## config.mk

```make
export PLATFORM = sky130hd
export DESIGN_NAME = coord_sweep_gen_flat
export DESIGN_NICKNAME = d
export VERILOG_FILES = /design/src/rtl/coord_sweep_gen_if.sv /design/src/rtl/coord_sweep_gen.sv /design/src/flat_wrapper.sv
export SDC_FILE = /design/constraint.sdc
export NUM_CORES = 1
export LEC_CHECK = 0
export ABC_CLOCK_PERIOD_IN_PS = 2400
export CORE_MARGIN = 4
export CORE_UTILIZATION = 50
export CTS_CLUSTER_SIZE = 14
export DETAILED_ROUTE_END_ITERATION = 12
export MAX_ROUTING_LAYER = met4
export PLACE_DENSITY = 0.87
export RECOVER_POWER = 50
export SLEW_MARGIN = 40
export SYNTH_ARGS = -nofsm -noshare
export SYNTH_HDL_FRONTEND = slang
export SYNTH_SLANG_ARGS = --single-unit
```

## constraint.sdc

```tcl
create_clock -name clk -period 2.4 [get_ports clk]
set_input_delay 0.24 -clock clk [delete_from_list [all_inputs] [get_ports clk]]
set_output_delay 0.24 -clock clk [all_outputs]
set_load 0.02 [all_outputs]
```

## src/rtl/coord_sweep_gen_if.sv

```systemverilog
// rtl/coord_sweep_gen_if.sv - pixel/coordinate issue bus from the sweep generator to the solver channels
interface coord_sweep_gen_if #(
  parameter int COORD_W = 36,
  parameter int XPIX    = 640,
  parameter int YPIX    = 480,
  parameter int NUM_CH  = 4
);
  localparam int CH_W = (NUM_CH > 1) ? $clog2(NUM_CH) : 1;
  localparam int X_W  = (XPIX > 1) ? $clog2(XPIX) : 1;
  localparam int Y_W  = (YPIX > 1) ? $clog2(YPIX) : 1;

  logic [NUM_CH-1:0]  i_rdy;
  logic               o_val;
  logic [CH_W-1:0]    o_ch;
  logic [X_W-1:0]     o_vga_x;
  logic [Y_W-1:0]     o_vga_y;
  logic [COORD_W-1:0] o_coord_x;
  logic [COORD_W-1:0] o_coord_y;

  modport master (
    input  i_rdy,
    output o_val, o_ch, o_vga_x, o_vga_y, o_coord_x, o_coord_y
  );

  modport slave (
    output i_rdy,
    input  o_val, o_ch, o_vga_x, o_vga_y, o_coord_x, o_coord_y
  );
endinterface

```

## src/rtl/coord_sweep_gen.sv

```systemverilog
// rtl/coord_sweep_gen.sv - raster sweep generator issuing per-pixel complex coordinates to solver channels
// Optional feature: COORD_SWEEP_SERPENTINE_EN (odd rows scan right-to-left).
module coord_sweep_gen #(
  parameter int COORD_W = 36,
  parameter int XPIX    = 640,
  parameter int YPIX    = 480,
  parameter int NUM_CH  = 4
) (
  input  logic               clk,
  input  logic               reset,
  input  logic               draw,
  input  logic [4:0]         zoom,
  input  logic [COORD_W-1:0] upper_left_x,
  input  logic [COORD_W-1:0] upper_left_y,
  input  logic [COORD_W-1:0] step_x,
  input  logic [COORD_W-1:0] step_y,
  coord_sweep_gen_if.master  bus,
  output logic               o_busy,
  output logic               o_done
);
  localparam int CH_W = (NUM_CH > 1) ? $clog2(NUM_CH) : 1;
  localparam int X_W  = (XPIX > 1) ? $clog2(XPIX) : 1;
  localparam int Y_W  = (YPIX > 1) ? $clog2(YPIX) : 1;
  localparam logic [X_W-1:0] X_LAST = X_W'(XPIX - 1);
  localparam logic [Y_W-1:0] Y_LAST = Y_W'(YPIX - 1);

  typedef enum logic [1:0] {IDLE, ARB, ISSUE, DONE} state_t;

  state_t             state_q, state_d;
  logic [CH_W-1:0]    ch_q, ch_d;
  logic [X_W-1:0]     col_q, col_d;
  logic [Y_W-1:0]     row_q, row_d;
  logic [COORD_W-1:0] cx_q, cx_d;
  logic [COORD_W-1:0] cy_q, cy_d;
  logic [COORD_W-1:0] ox_q, ox_d;
  logic [COORD_W-1:0] sx_q, sx_d;
  logic [COORD_W-1:0] sy_q, sy_d;

  logic               any_rdy;
  logic [CH_W-1:0]    pick;
  logic               sel_rdy;
  logic               xfer;
  logic               rev;
  logic               row_end;

  // Lowest-index ready channel wins arbitration
  always_comb begin
    pick    = '0;
    any_rdy = 1'b0;
    for (int i = NUM_CH - 1; i >= 0; i--) begin
      if (bus.i_rdy[i]) begin
        pick    = CH_W'(i);
        any_rdy = 1'b1;
      end
    end
  end

  // Only the readiness of the channel currently being offered matters
  always_comb begin
    sel_rdy = 1'b0;
    for (int i = 0; i < NUM_CH; i++) begin
      if (ch_q == CH_W'(i)) sel_rdy = bus.i_rdy[i];
    end
  end

  assign xfer = (state_q == ISSUE) && sel_rdy;

`ifdef COORD_SWEEP_SERPENTINE_EN
  assign rev = row_q[0];
`else
  assign rev = 1'b0;
`endif

  // A reversed row ends at column 0, a forward row at the last column
  assign row_end = rev ? (col_q == '0) : (col_q == X_LAST);

  // Next-state and datapath update; draw overrides everything except reset
  always_comb begin
    state_d = state_q;
    ch_d    = ch_q;
    col_d   = col_q;
    row_d   = row_q;
    cx_d    = cx_q;
    cy_d    = cy_q;
    ox_d    = ox_q;
    sx_d    = sx_q;
    sy_d    = sy_q;
    case (state_q)
      IDLE: state_d = IDLE;
      ARB: begin
        if (any_rdy) begin
          ch_d    = pick;
          state_d = ISSUE;
        end
      end
      ISSUE: begin
        if (xfer) begin
          if (!row_end) begin
            state_d = ARB;
            if (rev) begin
              col_d = col_q - X_W'(1);
              cx_d  = cx_q - sx_q;
            end else begin
              col_d = col_q + X_W'(1);
              cx_d  = cx_q + sx_q;
            end
          end else if (row_q != Y_LAST) begin
            state_d = ARB;
            row_d   = row_q + Y_W'(1);
            cy_d    = cy_q + sy_q;
`ifndef COORD_SWEEP_SERPENTINE_EN
            col_d   = '0;
            cx_d    = ox_q;
`endif
          end else begin
            state_d = DONE;
          end
        end
      end
      DONE:    state_d = IDLE;
      default: state_d = IDLE;
    endcase
    if (draw) begin
      ox_d    = upper_left_x;
      sx_d    = step_x >> zoom;
      sy_d    = step_y >> zoom;
      col_d   = '0;
      row_d   = '0;
      cx_d    = upper_left_x;
      cy_d    = upper_left_y;
      state_d = ARB;
    end
  end

  // State and datapath registers with synchronous active-low reset
  always_ff @(posedge clk) begin
    if (!reset) begin
      state_q <= IDLE;
      ch_q    <= '0;
      col_q   <= '0;
      row_q   <= '0;
      cx_q    <= '0;
      cy_q    <= '0;
      ox_q    <= '0;
      sx_q    <= '0;
      sy_q    <= '0;
    end else begin
      state_q <= state_d;
      ch_q    <= ch_d;
      col_q   <= col_d;
      row_q   <= row_d;
      cx_q    <= cx_d;
      cy_q    <= cy_d;
      ox_q    <= ox_d;
      sx_q    <= sx_d;
      sy_q    <= sy_d;
    end
  end

  assign bus.o_val     = (state_q == ISSUE);
  assign bus.o_ch      = ch_q;
  assign bus.o_vga_x   = col_q;
  assign bus.o_vga_y   = row_q;
  assign bus.o_coord_x = cx_q;
  assign bus.o_coord_y = cy_q;
  assign o_busy        = (state_q == ARB) || (state_q == ISSUE);
  assign o_done        = (state_q == DONE);
endmodule

```

## src/flat_wrapper.sv

```systemverilog
// flat-port wrapper written by rule: the top's interface ports become plain ports
module coord_sweep_gen_flat 
#(
  parameter int COORD_W = 36,
  parameter int XPIX    = 640,
  parameter int YPIX    = 480,
  parameter int NUM_CH  = 4
)
  (clk, reset, draw, zoom, upper_left_x, upper_left_y, step_x, step_y, o_busy, o_done, bus_i_rdy, bus_o_val, bus_o_ch, bus_o_vga_x, bus_o_vga_y, bus_o_coord_x, bus_o_coord_y);
  coord_sweep_gen_if #(.COORD_W(COORD_W), .XPIX(XPIX), .YPIX(YPIX), .NUM_CH(NUM_CH)) bus_i ();
  input  logic clk;
  input  logic reset;
  input  logic draw;
  input  logic [4:0] zoom;
  input  logic [COORD_W-1:0] upper_left_x;
  input  logic [COORD_W-1:0] upper_left_y;
  input  logic [COORD_W-1:0] step_x;
  input  logic [COORD_W-1:0] step_y;
  output logic o_busy;
  output logic o_done;
  input wire logic [$bits(bus_i.i_rdy)-1:0] bus_i_rdy;
  output wire logic [$bits(bus_i.o_val)-1:0] bus_o_val;
  output wire logic [$bits(bus_i.o_ch)-1:0] bus_o_ch;
  output wire logic [$bits(bus_i.o_vga_x)-1:0] bus_o_vga_x;
  output wire logic [$bits(bus_i.o_vga_y)-1:0] bus_o_vga_y;
  output wire logic [$bits(bus_i.o_coord_x)-1:0] bus_o_coord_x;
  output wire logic [$bits(bus_i.o_coord_y)-1:0] bus_o_coord_y;
  assign bus_i.i_rdy = bus_i_rdy;
  assign bus_o_val = bus_i.o_val;
  assign bus_o_ch = bus_i.o_ch;
  assign bus_o_vga_x = bus_i.o_vga_x;
  assign bus_o_vga_y = bus_i.o_vga_y;
  assign bus_o_coord_x = bus_i.o_coord_x;
  assign bus_o_coord_y = bus_i.o_coord_y;
  coord_sweep_gen #(.COORD_W(COORD_W), .XPIX(XPIX), .YPIX(YPIX), .NUM_CH(NUM_CH)) u_core (.clk(clk), .reset(reset), .draw(draw), .zoom(zoom), .upper_left_x(upper_left_x), .upper_left_y(upper_left_y), .step_x(step_x), .step_y(step_y), .bus(bus_i), .o_busy(o_busy), .o_done(o_done));
endmodule
```

==> results of run 1 <==
power by group:
part | switching (W) | internal, W | total, W
Clock | 0.00163 | 0.00256 | 0.00419
Combinational | 0.00162 | 0.00153 | 0.00314
Sequential | 0.000199 | 0.00357 | 0.00376
Total | 0.00345 | 0.00765 | 0.0111
registers in the layout, indices dropped and copies added (netlist names):
| signal | flops |
|---|---|
| u_core.sy_q | 36 |
| u_core.bus.o_vga_y | 9 |
| u_core.ox_q | 36 |
| u_core.state_q | 2 |
| u_core.bus.o_ch | 2 |
| u_core.sx_q | 36 |
| u_core.bus.o_coord_x | 36 |
| u_core.bus.o_coord_y | 36 |
| u_core.bus.o_vga_x | 10 |
cell usage in the layout, fill, tap and decap left out, types with 32 or more instances in the layout:
cell type,netlist,layout
o21ai_0,156,120
nor3_1,38,33
dfxtp_1,203,147
clkdlybuf4s50_1,0,218
buf_4,0,242
a21oi_1,166,135
ha_1,75,41
mux4_2,45,45
a211oi_1,58,53
nand2_1,227,221
dfxtp_2,0,44
a21o_1,35,34
ha_4,0,32
mux2i_1,98,98
nor2_1,220,212
stage by stage:
stage	setup WS (ps)	hold WS [ps]	area [um2]
after floorplan	-98.0	375	15300
final	-273	172	22100
after global routing	-383	168	22100
after detailed placement	-320	459	19800
after global placement	-266	446	19800
after CTS	-249	130	21300
tightest hold or removal path, cell delays in order:
cell	delay, ps
buf_4	210
nand3_1	90
o21ai_0	90
path summary, 6_finish.rpt:
check                                        startpoint                       end  slack [ps]
worst max-delay path            u_core.bus.o_coord_y[0]  u_core.bus.o_coord_y[32]        -270
worst min-delay path                               draw  u_core.bus.o_coord_y[27]         170
worst max register to register  u_core.bus.o_coord_y[0]  u_core.bus.o_coord_y[32]        -270
worst min register to register          u_core.ox_q[35]           u_core.ox_q[35]         470
final cells by class:
type | count | area share [%]
clock inverters | 13 | 0.862
multi-input cells | 1519 | 52.4
well taps | 390 | 2.21
clock buffers | 31 | 3.26
flip-flops and latches | 203 | 18.9
inverters | 35 | 0.618
diodes | 2 | 0.0227
repair buffers | 532 | 21.7
logic make-up after synthesis:
logic type / share of synthesized area [%]
compound gates: 25.4
xor+xnor: 2.98
fa+ha+maj: 6.53
buf+inv: 4.26
flops: 27.1
mux: 14.9
simple gates: 18.9
metal layers:
metal	global-route usage [%]	up-vias	part of all wire, %
li1	-	7818	-
met1	44.4	8198	42
met2	51.5	925	46
met3	4.81	140	8.6
met4	10.0	0	3.0
met5	-	-	0
timing repair:
action,in CTS,in global routing
hold buffers,0,0
pin swaps,80,109
setup endpoints to repair,41,58
setup buffers,13,31
endpoints found under the hold margin,0,0
cloned,0,1
resized for setup,123,142
==> impl_results.md, run 1 <==
* Outcome: complete, but fails checks
* Overall die area at 32800 um2
* Cells after synthesis at 1884
* Endpoints failing setup at 32
* Slowest-stage cell, CP: dfxtp_4
* Fraction of layout cells with a size suffix above 1 at 27.0%
* Fin cells at 2725
* Area leader, netlist: dfxtp_1
* Setup WS post-layout at -273 ps
* Critical path arrival at 3130 ps
* Final wirelength at 58000 um
* Max VDD drop at 475 uV
* Reg clk slew, reported paths at 70 ps
* Worst Path Max Fanout at 3
* Post-synth top flop: dfxtp_1
* Setup CP Type: reg -> reg
* Root Buffer: clkbuf_16
* CTS tree: yes
* Unique masters post-synth at 86
* Critical path data required time at 2850 ps
* YS warnings at 0
* Violated checks: max-capacitance violations, max-slew violations, negative setup slack
* Final Slew Violations at 39
* GRT Residual Overflow at 0
* Total number of vias at 17.1k
* Synth cell count leaders: nand2_1 (227), nor2_1 (220), dfxtp_1 (203)
* Post-route ant nets at 0
* Clk sinks at 203
* Fill count at 2074
* CTS Buffer Depth at 3
* I/O Buffers at 251
* Clock skew at 41.9 ps
* Tmin final at 2670 ps
* Hold/Removal Path Class: in -> reg
* Yosys reg bits at 203
* Vias in the first global route at 16.1k
* DIE WIDTH at 181 um
* Post-synth EDFFs at 0
* Count leader, synth: nand2_1
* Endpoint type of the worst setup path: register
* Dpl cells at 2643
* Setup TNS at -4340 ps
* Final Wtd Congestion at 0.975
* Via density at 6.27
* Initial Utilization at 50.6%
* Post-synth top area share at 27.1%
* H-tree depth at 1
* Asr flop ratio synth at 0%
* Synthesized area per cell at 7.95 um2
* First-pass GRT wire length at 87100 um
* Drt drc at 0
* Footprint of the multi-input gates at 11600 um2
* Fin crit share at 111%
* Largest net degree at the start of global routing at 87
* Total power at 0.0111 W
* Worst Max-Slew Pin Slew at 1880 ps
* Max cap viols at 1
* WP buf/inv at 1
* Area grow syn2layout at 47.2%
* Mapped Area at 15000 um2
* Post-synthesis sequential area ratio at 27.1%
* WP depth at 12
* DIE HEIGHT at 181 um
* Leakage Power at 9.10 nW
* Worst skew pair latency at 560 ps
* Rows at 63
* Antenna violations before repair at 2
* Top Ports at 252
* Final Net Count at 2548
* Hold Vio Cnt, Final at 0
* Worst path cell trace: ha_4, inv_4, fa_2, nor2b_4, o31a_1, o31ai_4, a21oi_4, nor3b_4, nor4b_2, o21ai_1, mux2_4, a21oi_2
* Largest cells by area after synthesis: dfxtp_1 (27%), mux4_2 (6.8%), mux2i_1 (6.5%)
* Achievable Freq at 374 MHz
* Post-DP HPWL at 40900 um
* Synthesized net count at 2117
* Wire length per cell at 21.3 um
* Hold path depth at 3
* Slew Limit Headroom at -25.6%
* Initial DRC count at 1550
* Largest delay contributor family on the critical path: compound AO/OA/AOI/OAI gates
* PD cells at 503 nW/um2
* Cells on worst reg2reg path at 12
* Total CTS buffers at 24
* CP startpoint kind: register
* Tot GR Track Use at 32.9%
* CP max stage delay at 350 ps
* Core Util, Final at 74.4%
* RSZ-0062 raised after global routing: yes
* Pre-antenna DRT Iters at 6
* Register area at 4160 um2
* Core area at 29600 um2
(Power assumes the default switching activity.)
==> run 2, diff against run 1 <==
--- a/config.mk
+++ b/config.mk
@@ -5,13 +5,13 @@
 export SDC_FILE = /design/constraint.sdc
 export NUM_CORES = 1
 export LEC_CHECK = 0
-export ABC_CLOCK_PERIOD_IN_PS = 2400
+export ABC_CLOCK_PERIOD_IN_PS = 2700
 export CORE_MARGIN = 4
-export CORE_UTILIZATION = 50
+export CORE_UTILIZATION = 55
 export CTS_CLUSTER_SIZE = 14
 export DETAILED_ROUTE_END_ITERATION = 12
 export MAX_ROUTING_LAYER = met4
-export PLACE_DENSITY = 0.87
+export PLACE_DENSITY = 0.9
 export RECOVER_POWER = 50
 export SLEW_MARGIN = 40
 export SYNTH_ARGS = -nofsm -noshare
==> constraint.sdc (replaced) <==
create_clock -name clk -period 2.7 [get_ports clk]
set_input_delay 0.27 -clock clk [delete_from_list [all_inputs] [get_ports clk]]
set_output_delay 0.27 -clock clk [all_outputs]
set_load 0.02 [all_outputs]
==> run 2 against run 1 <==
  * The flow still finishes with violations (max-capacitance violations, max-slew violations, negative setup slack)
  * Register-to-register slack better by 260 ps
  * Worst setup slack gained 260 ps
  * Sequential cell count stayed put
  * Global-route usage increased by 1.4 points
  * Non-clock buffer count down 137
  * Utilization down 0.14 points
==> impl_results.md, run 2 (synthesis results as in run 1) <==
* Reg2reg start: u_core.sx_q[20] (was u_core.bus.o_coord_y[0])
* Largest net degree at the start of global routing at 63 (was 87)
* Slowest-stage cell, CP: a311o_1 (was dfxtp_4)
* Largest delay contributor family on the critical path: compound AO/OA/AOI/OAI gates (unchanged)
* Overall die area at 29900 um2 (was 32800 um2)
* Slew Limit Headroom at -3.47% (was -25.6%)
* Wire length per cell at 20.9 um (was 21.3 um)
* Antenna violations before repair at 0 (was 2)
* Dpl cells at 2482 (was 2643)
* Violated checks: max-capacitance violations, max-slew violations, negative setup slack (unchanged)
* WL met3 at 4340 um (was 5010 um)
* Fraction of layout cells with a size suffix above 1 at 16.4% (was 27.0%)
* DIE WIDTH at 173 um (was 181 um)
* Post-route ant nets at 0 (unchanged)
* Final Wtd Congestion at 1.02 (was 0.975)
* Max VDD drop at 561 uV (was 475 uV)
* Clk sinks at 203 (unchanged)
* Root Buffer: clkbuf_16 (unchanged)
* Endpoints failing setup at 1 (was 32)
* First-pass GRT wire length at 83400 um (was 87100 um)
* Clock share of power at 36.4% (was 37.8%)
* Tot GR Track Use at 34.3% (was 32.9%)
* CP max stage delay at 420 ps (was 350 ps)
* Critical path arrival at 3100 ps (was 3130 ps)
* Placed inst area at 18600 um2 (was 19800 um2)
* Reg clk slew, reported paths at 60 ps (was 70 ps)
* Leakage Power at 8.31 nW (was 9.10 nW)
* Post-CTS Hold Buffers at 0 (unchanged)
* Fin cells at 2538 (was 2725)
* Drt drc at 0 (unchanged)
* Initial DRC count at 1792 (was 1550)
* Hold Vio Cnt, Final at 0 (unchanged)
* Fin crit share at 101% (was 111%)
* Register area at 4090 um2 (was 4160 um2)
* GRT Residual Overflow at 0 (unchanged)
* Most common cell after layout, fill and taps aside: nand2_1 (was buf_4)
* Worst Max-Slew Pin Slew at 1550 ps (was 1880 ps)
* Final wirelength at 53100 um (was 58000 um)
* Final Net Count at 2411 (was 2548)
* Achievable Freq at 368 MHz (was 374 MHz)
* I/O Buffers at 251 (unchanged)
* M1 WL at 23300 um (was 24300 um)
* Critical path data required time at 3080 ps (was 2850 ps)
* Setup WS post-layout at -18.0 ps (was -273 ps)
* Vias in the first global route at 15.1k (was 16.1k)
* Total number of vias at 16.1k (was 17.1k)
* Area grow syn2layout at 33.2% (was 47.2%)
* Pre-antenna DRT Iters at 6 (unchanged)
* Hold Crit Start: reset (was draw)
* Outcome: complete, but fails checks (unchanged)
* Hold/Removal Path Class: in -> reg (unchanged)
* Initial Utilization at 55.8% (was 50.6%)
* Most used cell, CP: a21oi_1
* Worst Path Max Fanout at 6 (was 3)
* Cell area after layout at 20000 um2 (was 22100 um2)
* CTS Buffer Depth at 3 (unchanged)
* CP startpoint kind: register (unchanged)
* Top Ports at 252 (unchanged)
* Total CTS buffers at 24 (unchanged)
* Setup CP Type: reg -> reg (unchanged)
* Crit path launch: u_core.sx_q[20] (was u_core.bus.o_coord_y[0])
* Footprint of the multi-input gates at 10800 um2 (was 11600 um2)
* Worst skew pair latency at 520 ps (was 560 ps)
* Via density at 6.36 (was 6.27)
* Reg power frac at 36.6% (was 33.9%)
* Max cap viols at 1 (unchanged)
* Switch Pwr at 0.00283 W (was 0.00345 W)
* Worst path cell trace: ha_2, a21oi_1, o21ai_1, or3b_1, o22a_2, a311o_1, o31ai_4, mux2i_1, a21oi_1 (was ha_4, inv_4, fa_2, nor2b_4, o31a_1, o31ai_4, a21oi_4, nor3b_4, nor4b_2, o21ai_1, mux2_4, a21oi_2)
* DIE HEIGHT at 173 um (was 181 um)
* Rows at 60 (was 63)
* Wire length on met2 at 24100 um (was 26900 um)
* CTS tree: yes (unchanged)
* Tmin final at 2720 ps (was 2670 ps)
* RSZ-0062 raised after global routing: yes (unchanged)
* H-tree depth at 1 (unchanged)
* Comb power frac at 27.0% (was 28.3%)
* PD cells at 457 nW/um2 (was 503 nW/um2)
* Fill count at 2007 (was 2074)
* Switch share at 31.0% (was 31.1%)
* WP buf/inv at 0 (was 1)
* Endpoint type of the worst setup path: register (unchanged)
* Post-DP HPWL at 40000 um (was 40900 um)
* Final Slew Violations at 24 (was 39)
* Commonest non-fill, non-tap cells in the layout: nand2_1 (225), nor2_1 (218), clkdlybuf4s50_1 (185), dfxtp_1 (181), a21oi_1 (153) (was buf_4 (242), nand2_1 (221), clkdlybuf4s50_1 (218), nor2_1 (212), dfxtp_1 (147))
* Clock skew at 9.09 ps (was 41.9 ps)
* Core area at 26900 um2 (was 29600 um2)
* DR top layer: met4 (unchanged)
* Internal power at 0.00629 W (was 0.00765 W)
-- run 2: layer usage --
metal  global-route usage (%)  vias to the layer above
met5                        -                        -
met4                     8.25                        0
met3                     3.56                      102
met2                     53.2                      813
met1                     48.7                     7675
li1                         -                     7556
-- run 2: path summary, 6_finish.rpt --
path                                                 end  slack [ps]  cells past startpoint
worst max-delay path            u_core.bus.o_coord_x[35]         -20                      9
worst min-delay path                     u_core.ox_q[34]         170                      3
worst max register to register  u_core.bus.o_coord_x[35]         -20                      9
worst min register to register            u_core.ox_q[1]         460                      2
-- run 2: cell type report --
class / count / area share (%)
clock inverter: 12 / 0.683
multi-input combinational: 1519 / 54.0
sequential: 203 / 20.5
inverter: 35 / 0.658
clock buffer: 32 / 3.37
tap: 341 / 2.14
timing repair buffer: 395 / 18.6
antenna: 1 / 0.0125
-- run 2: power groups by stage --
stage	sequential (W)	clock, W	combinational [W]
2_1_floorplan	0.00340	0	0.00132
3_3_place_gp	0.00337	0	0.00230
3_5_place_dp	0.00338	0	0.00234
4_1_cts	0.00332	0.00333	0.00239
5_1_grt	0.00335	0.00348	0.00267
6_report	0.00334	0.00332	0.00247
-- run 2: timing repair --
item	in CTS	in global routing
pin swaps	14	42
resized for setup	35	81
endpoints found under the hold margin	0	0
setup endpoints to repair	19	38
buffers inserted	4	8
-- run 2: stage by stage --
stage / setup slack (ps) / hold WS [ps] / util (%) / power (W) / setup TNS, ps
2_1_floorplan: 4.02 / 405 / - / 0.00472 / 0
3_3_place_gp: -180 / 447 / 69.1 / 0.00567 / -523
3_5_place_dp: -258 / 452 / 69.1 / 0.00572 / -1850
4_1_cts: 1.01 / 127 / 72.9 / 0.00905 / 0
5_1_grt: -106 / 177 / 74.3 / 0.00949 / -696
6_report: -18.0 / 171 / 74.3 / 0.00913 / -18.0
-- run 2: worst reg2reg max path, delay by kind of cell (launching register included) --
kind | cells | cell delay, ps
compound gates | 6 | 1220
mux | 1 | 210
fa+ha+maj | 1 | 340
flops | 1 | 410
simple gates | 1 | 390
==> run 3, diff against run 2 <==
--- a/config.mk
+++ b/config.mk
@@ -6,8 +6,10 @@
 export NUM_CORES = 1
 export LEC_CHECK = 0
 export ABC_CLOCK_PERIOD_IN_PS = 2700
+export CELL_PAD_IN_SITES_DETAIL_PLACEMENT = 2
+export CELL_PAD_IN_SITES_GLOBAL_PLACEMENT = 2
 export CORE_MARGIN = 4
-export CORE_UTILIZATION = 55
+export CORE_UTILIZATION = 32
 export CTS_CLUSTER_SIZE = 14
 export DETAILED_ROUTE_END_ITERATION = 12
 export MAX_ROUTING_LAYER = met4
==> run 3 against run 2 <==
  * The run still ends with max-capacitance violations, max-slew violations, negative setup slack left
  * Clock skew is 11 ps higher
  * Critical path depth increased by 1
  * Total power grew 13%
  * Via count rose by 7.9%
  * Final cell count grew 13%
  * Worst hold slack worse by 35 ps
  * Critical path type unchanged
  * Critical endpoint is now u_core.bus.o_coord_x[20]
  * Largest power group is now the clock network
  * Highest routed layer unchanged
==> impl_results.md, run 3 (synthesis results as in run 1) <==
* Core area at 46500 um2 (was 26900 um2)
* Post-DP HPWL at 54500 um (was 40000 um)
* Outcome: complete, but fails checks (unchanged)
* Core Util, Final at 45.8% (was 74.3%)
* DIE WIDTH at 224 um (was 173 um)
* Endpoints failing setup at 19 (was 1)
* Rows at 79 (was 60)
* H-tree depth at 1 (unchanged)
* Final Wtd Congestion at 0.901 (was 1.02)
* Worst Max-Slew Pin Slew at 2010 ps (was 1550 ps)
* WL met3 at 4260 um (was 4340 um)
* Root Buffer: clkbuf_16 (unchanged)
* Fill count at 4965 (was 2007)
* Final Slew Violations at 40 (was 24)
* Fraction of layout cells with a size suffix above 1 at 21.9% (was 16.4%)
* DIE HEIGHT at 224 um (was 173 um)
* Initial DRC count at 1246 (was 1792)
* GRT Residual Overflow at 0 (unchanged)
* Final wirelength at 82600 um (was 53100 um)
* DR top layer: met4 (unchanged)
* Setup CP Type: reg -> reg (unchanged)
* CTS tree: yes (unchanged)
* Most common cell after layout, fill and taps aside: nand2_1 (unchanged)
* Reg power frac at 32.8% (was 36.6%)
* Area grow syn2layout at 41.9% (was 33.2%)
* CTS Buffer Depth at 3 (unchanged)
* Largest net degree at the start of global routing at 72 (was 63)
* Max VDD drop at 443 uV (was 561 uV)
* Worst Path Max Fanout at 4 (was 6)
* Critical path arrival at 3260 ps (was 3100 ps)
* Fin crit share at 107% (was 101%)
* Clk sinks at 203 (unchanged)
* Top Ports at 252 (unchanged)
* Achievable Freq at 345 MHz (was 368 MHz)
* M1 WL at 34100 um (was 23300 um)
* Switch share at 33.0% (was 31.0%)
* Switch Pwr at 0.00339 W (was 0.00283 W)
* Hold/Removal Path Class: in -> reg (unchanged)
* Via density at 6.08 (was 6.36)
* Drt drc at 0 (unchanged)
* Worst skew pair latency at 560 ps (was 520 ps)
* Diode count at 0 (was 1)
* Overall die area at 50400 um2 (was 29900 um2)
* Total number of vias at 17.4k (was 16.1k)
* Commonest non-fill, non-tap cells in the layout: nand2_1 (224), nor2_1 (212), buf_4 (180), clkdlybuf4s50_1 (171), dfxtp_1 (162) (was nand2_1 (225), nor2_1 (218), clkdlybuf4s50_1 (185), dfxtp_1 (181), a21oi_1 (153))
* Endpoint type of the worst setup path: register (unchanged)
* Pre-antenna DRT Iters at 5 (was 6)
* Initial Utilization at 32.3% (was 55.8%)
* Critical path data required time at 3060 ps (was 3080 ps)
* Hold Vio Cnt, Final at 0 (unchanged)
* Tot GR Track Use at 29.6% (was 34.3%)
* Vias in the first global route at 18.9k (was 15.1k)
* Violated checks: max-capacitance violations, max-slew violations, negative setup slack (unchanged)
* I/O Buffers at 251 (unchanged)
* Wire length per cell at 28.8 um (was 20.9 um)
* PD cells at 484 nW/um2 (was 457 nW/um2)
* Antenna violations before repair at 0 (unchanged)
* Placed inst area at 19200 um2 (was 18600 um2)
* RSZ-0062 raised after global routing: yes (unchanged)
* Leakage Power at 8.78 nW (was 8.31 nW)
* Comb power frac at 28.7% (was 27.0%)
* Reg clk slew, reported paths at 70 ps (was 60 ps)
* Tmin final at 2900 ps (was 2720 ps)
* Post-route ant nets at 0 (unchanged)
* CP startpoint kind: register (unchanged)
* Max cap viols at 1 (unchanged)
* Clock skew at 20.1 ps (was 9.09 ps)
* Setup WS post-layout at -197 ps (was -18.0 ps)
* Total CTS buffers at 26 (was 24)
* Cell area after layout at 21300 um2 (was 20000 um2)
* Clock share of power at 38.5% (was 36.4%)
* Internal power at 0.00690 W (was 0.00629 W)
* Final Net Count at 2474 (was 2411)
* Wire length on met2 at 40400 um (was 24100 um)
* Slew Limit Headroom at -34.0% (was -3.47%)
* First-pass GRT wire length at 115000 um (was 83400 um)
==> run 3: per-stage QoR <==
| step | TNS (ps) | hold slack [ps] | setup WS [ps] | total power, W | cells |
|---|---|---|---|---|---|
| 6_report | -1500 | 136 | -197 | 0.0103 | 2863 |
| 5_1_grt | -4790 | 163 | -266 | 0.0106 | 2863 |
| 4_1_cts | -1.54 | 117 | -1.54 | 0.0100 | 2852 |
| 3_5_place_dp | -5400 | 471 | -344 | 0.00599 | 2791 |
| 3_3_place_gp | -866 | 443 | -180 | 0.00583 | 2791 |
| 2_1_floorplan | 0 | 405 | 4.02 | 0.00472 | 1884 |
==> run 3: critical path, cell delays in order, from the launching register on <==
cell	delay, ps
dfxtp_1	440
ha_4	260
o21ai_2	260
o21bai_4	150
and3b_2	300
o21bai_4	70
a21o_1	240
a2111o_1	420
o21ai_2	100
mux2i_1	300
a41oi_2	160
==> run 3: path summary, 6_finish.rpt <==
| path | from | endpoint | slack (ps) | depth (start not counted) |
|---|---|---|---|---|
| setup / recovery | u_core.sx_q[8] | u_core.bus.o_coord_x[20] | -200 | 10 |
| setup reg to reg | u_core.sx_q[8] | u_core.bus.o_coord_x[20] | -200 | 10 |
| hold / removal | draw | u_core.bus.o_coord_y[13] | 140 | 3 |
| hold reg to reg | u_core.ox_q[1] | u_core.ox_q[1] | 480 | 2 |
==> run 3: routing by layer <==
metal | global-route usage (%) | vias up
met3 | 4.12 | 245
li1 | - | 7637
met4 | 10.7 | 0
met5 | - | -
met2 | 50.3 | 708
met1 | 36.1 | 8830
==> run 3: area by class of cell <==
cell class / count / area, um2 / share of cell area [%]
clock inverters: 6 / 155 / 0.729
clock buffers: 37 / 773 / 3.64
multi-input cells: 1519 / 11200 / 52.5
flip-flops and latches: 203 / 4130 / 19.4
inverters: 35 / 138 / 0.647
well taps: 607 / 759 / 3.57
repair buffers: 456 / 4140 / 19.5
==> run 3: repair_timing <==
item	4_1_cts	5_1_grt
hold endpoints to repair	0	0
pin swaps	33	61
endpoints found under the setup margin	38	48
gates cloned	0	0
hold buffers	0	0
gates resized for setup	100	136
buffers inserted	18	13
==> run 3: power groups by stage <==
stage,Clock [W],Combinational (W),Sequential (W)
2_1_floorplan,0,0.00132,0.00340
6_report,0.00396,0.00295,0.00338
4_1_cts,0.00393,0.00273,0.00334
3_3_place_gp,0,0.00245,0.00337
5_1_grt,0.00410,0.00312,0.00338
3_5_place_dp,0,0.00261,0.00339
